`src/rtl/rs_pkg.sv`:
```
// Shared Reed-Solomon helpers: field polynomials per symbol width,
// elaboration-time GF(2^m) constant multiplication, and code-length helpers.
package rs_pkg;

  // Default primitive field polynomial for a given symbol width
  function automatic int prim_poly_for(input int bw);
    case (bw)
      3:       return 'h00B;
      4:       return 'h013;
      5:       return 'h025;
      6:       return 'h043;
      7:       return 'h089;
      default: return 'h11D;
    endcase
  endfunction

  // x * alpha^p in the field defined by poly, evaluated while elaborating.
  // After a left shift, (v ^ poly) < v holds exactly when v carries the
  // polynomial's top bit, which is the reduction condition.
  function automatic int gf_mul_alpha_pow(input int x, input int p, input int poly);
    int v;
    v = x;
    for (int i = 0; i < p; i++) begin
      v = v << 1;
      if ((v ^ poly) < v) v = v ^ poly;
    end
    return v;
  endfunction

  // Message symbols per codeword
  function automatic int k_num(input int n, input int r);
    return n - r;
  endfunction

endpackage

```
`src/rtl/rs_syn_cell.sv`:
```
// One Horner syndrome cell: S <= S*alpha^ROOT_POW ^ din, or S <= din on the
// first symbol of a codeword. The constant multiplier is a fixed XOR network.
module rs_syn_cell
  import rs_pkg::*;
#(
  parameter int SYM_BW    = 8,
  parameter int ROOT_POW  = 1,
  parameter int PRIM_POLY = prim_poly_for(SYM_BW)
) (
  input  logic              clk,
  input  logic              rst_n,
  input  logic              en,
  input  logic              load,
  input  logic [SYM_BW-1:0] din,
  output logic [SYM_BW-1:0] syn
);

  localparam int MW = SYM_BW * SYM_BW;

  // Column i is alpha^ROOT_POW times basis vector 2^i
  function automatic logic [MW-1:0] build_mtx();
    logic [MW-1:0] m;
    int            col;
    m = '0;
    for (int i = 0; i < SYM_BW; i++) begin
      col = gf_mul_alpha_pow(1 << i, ROOT_POW, PRIM_POLY);
      for (int b = 0; b < SYM_BW; b++) m[i*SYM_BW+b] = col[b];
    end
    return m;
  endfunction

  localparam logic [MW-1:0] MTX = build_mtx();

  logic [SYM_BW-1:0] scaled;

  // Constant multiply of the current syndrome by alpha^ROOT_POW
  always_comb begin
    scaled = '0;
    for (int i = 0; i < SYM_BW; i++) begin
      if (syn[i]) scaled = scaled ^ MTX[i*SYM_BW +: SYM_BW];
    end
  end

  // Horner accumulation, restarted by the first symbol of a codeword
  always_ff @(posedge clk or negedge rst_n) begin
    if (!rst_n)  syn <= '0;
    else if (en) syn <= load ? din : (scaled ^ din);
  end

endmodule

```
`config.mk`:
```
export PLATFORM = sky130hd
export DESIGN_NAME = rs_syn_cell
export DESIGN_NICKNAME = d
export VERILOG_FILES = /design/src/rtl/rs_pkg.sv /design/src/rtl/rs_syn_cell.sv
export SDC_FILE = /design/constraint.sdc
export NUM_CORES = 1
export LEC_CHECK = 0
export CORE_AREA = 2 2 39 41
export CTS_BUF_LIST = sky130_fd_sc_hd__clkbuf_8
export CTS_CLUSTER_SIZE = 8
export DETAILED_ROUTE_END_ITERATION = 6
export DIE_AREA = 0 0 41 43
export PLACE_DENSITY = 0.76
export SLEW_MARGIN = 0
export SYNTH_ARGS = -nofsm -noshare
export SYNTH_HDL_FRONTEND = slang
export SYNTH_SLANG_ARGS = --single-unit
```
`constraint.sdc`:
```
create_clock -name clk -period 1.4 [get_ports clk]
set_input_delay 0.35 -clock clk [delete_from_list [all_inputs] [get_ports clk]]
set_output_delay 0.35 -clock clk [all_outputs]
set_load 0.03 [all_outputs]
```
; ---- Yosys cells after proc, flatten, opt, wreduce, memory -nomap -nowiden
; Index checks and enable logic that the tools add are counted.
[totals]
register_bits = 8
latchBits = 0
mem_bits_rw = 0
mem_bits_ro = 0
in_bits = 12
out_inout_bits = 8
word_cells = 18
mem_count = 0
[op_classes]
add_sub_neg = 0
multipliers = 0
div = 0
magnitude_cmp = 0
n_eq_ne = 0
shift = 0
muxes = 9
bitwise = 8
reduce_logical = 0
[ops]
columns = op, n
row1 = $mux 8, 2
row2 = $mux 5, 2
row3 = $xor 8x8->8, 1
row4 = $mux 7, 1
row5 = $mux 6, 1
row6 = $not 1->1 const A, 6
row7 = $mux 4, 1
row8 = $not 4->4, 1
row9 = $mux 3, 1
row10 = $mux 2, 1

; ---- Longest topological paths before layout
; Gate-level depths: netlist of run 1.
[depth]
word_depth = 11
depth_mapped = 4
mapped_depth_nobuf = 3

; ---- Least setup slack after synthesis of run 1
; OpenSTA, ideal clock, no wires.
[synth_timing]
kind = register -> register
start = register syn[7]
end = register syn[2]
setup_ns = 0.082
t_arrival_ns = 1.171
t_required_ns = 1.318
setup_slack_ns = 0.147
stages_incl_launch_ff = 4
n_path_buf = 0
synth_period_minus_slack_ns = 1.253
path_cell_list = dfrtp_1 xnor2_1 or3_1 a31oi_1
[synth_between]
elab_chain_len = 3
[synth_lines]
columns = item, line_no
row1 = from (decl), rs_syn_cell.sv:15  ; output logic [SYM_BW-1:0] syn
row2 = from (signal assigned), rs_syn_cell.sv:47  ; else if (en) syn <= load ? din : (scaled ^ din);
row3 = $mux 5, rs_syn_cell.sv:40  ; if (syn[i]) scaled = scaled ^ MTX[i*SYM_BW +: SYM_BW];
row4 = $xor 8x8->8, rs_syn_cell.sv:47
row5 = $mux 8, rs_syn_cell.sv:47
; Every way passes these cells.
; A chain may end at the register's enable or synchronous reset.

; ---- Final worst setup path of run 1
[layout_timing]
start = register syn[6]
end = output syn[6]
; No word-level cell between the ends.

==> results of run 1 <==
==> cell families (layout without fill, tap and decap cells) <==
| family | after synthesis | count (layout) | share of synthesized area, % |
|---|---|---|---|
| AND/OR/NAND/NOR | 16 | 16 | 19.5 |
| AO/OA/AOI/OAI | 11 | 11 | 13.9 |
| XOR/XNOR | 8 | 8 | 16.6 |
| flip-flops | 8 | 8 | 47.3 |
| buffers and inverters | 3 | 26 | 2.66 |
==> per-stage QoR <==
stage / TNS [ns] / hold slack (ns) / setup slack [ns] / instance area, um2 / std cells
CTS: 0 / 0.423 / 0.0467 / 674 / 85
finish: 0 / 0.404 / 0.0377 / 674 / 85
floorplan: 0 / 0.0544 / 0.147 / 423 / 46
global placement: -0.663 / 0.532 / -0.118 / 634 / 82
detailed placement: -0.944 / 0.557 / -0.151 / 634 / 82
global route: 0 / 0.442 / 0.00511 / 674 / 85
==> worst paths after layout <==
| path | endpoint | cells after the start | slack, ns | startpoint |
|---|---|---|---|---|
| worst max-delay path | syn[6] | 1 | 0.04 | syn[6] |
| worst min-delay path | syn[3] | 1 | 0.40 | rst_n |
| worst max register to register | syn[4] | 3 | 0.21 | syn[7] |
| worst min register to register | syn[0] | 2 | 0.56 | syn[0] |
| max in group asynchronous | syn[7] | 1 | 0.73 | rst_n |
| min in group clk | syn[0] | 2 | 0.56 | syn[0] |
==> layer usage <==
metal | routed length, um | GRT usage (%)
met1 | 385 | 17.0
met2 | 442 | 20.0
met3 | 69 | 4.71
met4 | 19 | 8.00
met5 | 0 | 0
==> final cells by class <==
type                    count  area (um2)  share of cell area, %
flip-flops and latches      8         200                   29.7
multi-input cells          35         211                   31.4
repair buffers             23         201                   29.9
well taps                  16        20.0                   2.97
clock buffers               3        41.3                   6.12
==> power breakdown <==
part	switching, mW	internal [mW]	total (mW)
clock	0.0915	0.186	0.278
combinational	0.153	0.145	0.298
sequential	0.0387	0.270	0.309
total	0.283	0.602	0.884
==> placed cells by master, fill, tap and decap left out <==
master	netlist	final
buf_4	0	11
dlygate4sd2_1	0	1
dfrtp_1	8	8
a21oi_1	5	5
or3_1	3	3
xnor2_1	8	8
clkbuf_8	0	3
clkdlybuf4s50_1	0	11
nor2b_1	4	4
nor2_1	8	8
o21ai_0	3	3
a31oi_1	3	3
nor2b_2	1	1
==> synthesized netlist by cell type <==
master,number,area (um2)
clkbuf_1,3,11.3
a31oi_1,3,18.8
dfrtp_1,8,200
o21ai_0,3,15.0
or3_1,3,18.8
nor2_1,8,30.0
nor2b_1,4,25.0
nor2b_2,1,8.76
a21oi_1,5,25.0
xnor2_1,8,70.1
==> impl_metrics.py, run 1 <==
metrics = {
    "timing": {
        "worst-slew-pin-transition_ns": 0.369,
        "rsz0062_at_grt": "false",
        "skew_ns": 0.00216,
        "total_of_endpoints_with_negative_setup_slack_in_the_final_report": 0,
        "final_hold_viol_count": 0,
        "slew_limit_headroom_pct": 75.3,
        "layout_min_cycle_time_ns": 1.36,
        "min_period_over_period_pct": 97.3,
        "max_freq_mhz": 734,
        "drv_slew": 0,
    },
    "logic_synthesis": {
        "synth_cell_types": 10,
        "postSynthRegisterBits": 8,
        "synth_sequential_area_ratio_pct": 47.3,
        "syn_area_per_cell_um2": 9.19,
        "yosys_warnings": 0,
        "syn_area_um2": 423,
        "post_synth_inst_count": 46,
        "synthesized_netlist_net_count": 58,
    },
    "finish": {
        "top_register": "syn",
        "antenna_cells": 0,
        "reg_top3": "syn x8",
        "fraction_of_layout_cells_with_a_size_suffix_above_1_pct": 21.7,
        "largest_reg_flops": 8,
        "n_fill_cell": 141,
        "postLayoutCoreUtil_pct": 48.7,
        "finish.net_count": 83,
        "areaGrowthSynthToFinish_pct": 59.5,
    },
    "grt": {
        "antenna_violations_before_repair": 0,
        "number_of_global_route_vias_before_repair": 356,
        "grt_start_max_net_pins": 9,
        "globalRoute.totalOverflow": 0,
        "grt_first_pass_wirelength_mm": 1.57,
        "groute.usage.overall_pct": 13.8,
    },
    "routing": {
        "drc": 0,
        "drt_iter0_markers": 5,
        "route.detailed.wl_per_inst_um": 10.8,
        "drt-vias-per-instance": 4.64,
        "routed_wl_um": 916,
        "detail_route.first_pass.iterations": 4,
        "ant_nets": 0,
        "via_total_after_detailed_routing": 394,
    },
    "flow_run": {
        "max_cap_violations": 0,
    },
    "power": {
        "total_power_mw": 0.884,
        "powerDensity_nw_per_um2": 1310,
        "vdd_ir_drop_max_v": 0.000688,
        "p_leak_nw": 0.271,
    },
    "clock_tree": {
        "cts_repair_resize_count": 1,
        "clock_tree.buffer_depth": 2,
        "cts_setup_buffers": 0,
        "clk_pin_slew_ns": 0.04,
        "clockRootBuffer": "clkbuf_8",
        "cts_max_level": 1,
        "numClockSinks": 8,
        "clkLatencyLatePin_ns": 0.23,
        "num_cts_buffers": 3,
        "tritoncts": "done",
        "post_cts_hold_buffer_count": 0,
    },
    "critical_path": {
        "cp_data_arrival_time_ns": 1.01,
        "slowest_delay_ns": 0.41,
        "startpoint_class": "flip-flop",
        "critical-path-slowest-cell": "dlygate4sd2_1",
        "path_max_fanout": 3,
        "cpLargestDelayFamily": "buffers and inverters",
        "critical_path_class": "reg -> out",
        "timing.critical_path.to_type": "output port",
        "chain_of_cells_forming_the_critical_path": "dlygate4sd2_1",
        "crit_required_ns": 1.05,
        "timing.critical_path.buf_inv": 1,
    },
    "placement": {
        "buffer_ports.inserted": 19,
        "gp_congestion": 0.752,
        "dpl.hpwl_um": 741,
    },
    "die": {
        "initial_core_util_pct": 30.6,
        "row_count": 14,
        "pin_count": 20,
        "die-width_um": 41,
        "core_area_um2": 1380,
        "dieHeight_um": 43,
        "die-area_um2": 1760,
    },
    "hold_path": {
        "hp-class": "in -> async",
    },
    "outcome": {
        "status": "finished clean",
    },
}
Power figures use the tool's default switching activity.
==> inputs of run 2 (changes only) <==
SKIP_LAST_GASP = 1   (was default)
==> results of run 2 <==
The final DEF is identical to that of run 1; final timing and power are the same.
==> inputs of run 3 (changes only) <==
SKIP_LAST_GASP = default   (was 1)
==> results of run 3 <==
The final DEF is identical to that of run 1; final timing and power are the same.
==> RTL change: new RTL, config.mk and constraints of run 2 <==
`SYM_BW`: 8 -> 10.
--- a/src/rtl/rs_syn_cell.sv
+++ b/src/rtl/rs_syn_cell.sv
@@ -5,3 +5,3 @@
 #(
-  parameter int SYM_BW    = 8,
+  parameter int SYM_BW    = 10,
   parameter int ROOT_POW  = 1,
Interface: changed (resized din and syn); port bits go from 20 to 24. No check against the original RTL was run, so the function may have changed too.
==> RTL change against run 2 <==
Power increased by 22%. Fmax increased by 1.8%. Synthesized area increased by 20%. Highest routed layer unchanged. Worst setup slack improved by 0.024 ns. Final area increased by 22%. Routed wire length increased by 25%. Via count increased by 19%. Sequential cell count increased by 2. Cell count increased by 15%. Clock skew increased by 0.00073 ns. Non-clock buffer count increased by 5.
==> RTL change: results <==
{
  "synth_compound_area_share_pct": 12.5,
  "place_area_um2": 772,
  "tightest_slew_ns": 0.472,
  "fin_worst_skew_ns": 0.00290,
  "p_per_area_nw_per_um2": 1320,
  "io_buffers": 23,
  "status": "complete, no violations",
  "post_synth.cell_area_avg_um2": 9.61,
  "grt_util_all_layers_pct": 15.6,
  "p_seq_share_pct": 34.3,
  "crit_start": "syn[5]$_DFFE_PN0P_",
  "routed_wl_um": 1150,
  "dr.pass1.iters": 2,
  "r2r-end": "syn[2]$_DFFE_PN0P_",
  "ys_top_cells_by_area": "dfrtp_1 49%, xnor2_1 15%, nor2_1 6.6%",
  "worstSetupEndpoint": "syn[5]",
  "worst_slack_ns": 0.0617,
  "whs_ns": 0.441,
  "drive_gt1_share_pct": 18.3,
  "synthTopCellsByCount": "10 x dfrtp_1, 9 x nor2_1, 9 x xnor2_1, 6 x a21oi_1, 5 x nor2b_1",
  "vias": 470,
  "p_comb_mw": 0.349,
  "synth_mux_area_share_pct": 2.21,
  "p_leak_nw": 0.335,
  "instances_no_fill": 98,
  "n_fill_cell": 133,
  "synth_xor_area_share_pct": 15.5,
  "drt_iter0_drc": 4
}
==> RTL change: cell types whose count changed in the layout (fill, tap and decap cells not counted) <==
| cell | change |
|---|---|
| nor2b_1 | +1 |
| xnor2_1 | +1 |
| clkbuf_8 | +1 |
| dfrtp_1 | +2 |
| buf_4 | -1 |
| nor2_1 | +1 |
| dlygate4sd2_1 | +4 |
| a21oi_1 | +1 |
| mux2_1 | +1 |
| clkdlybuf4s50_1 | +2 |
==> RTL change: final cells by class <==
class / count / area (um2) / area share, %
sequential: 10 / 250 / 30.5
timing repair buffer: 28 / 249 / 30.3
multi-input combinational: 40 / 246 / 30.0
clock buffer: 4 / 55.1 / 6.71
tap: 16 / 20.0 / 2.44
==> RTL change: routing by layer <==
metal	share of wire, %	wire length [um]	track usage, %
met5	0	0	0
met2	49	556	24.1
met4	1.0	12	10.0
met1	41	474	16.2
met3	8.8	101	6.81
==> RTL change: repair_timing <==
action,4_1_cts,5_1_grt
gates resized for setup,5,0
endpoints found under the setup margin,5,0
hold endpoints to repair,0,0
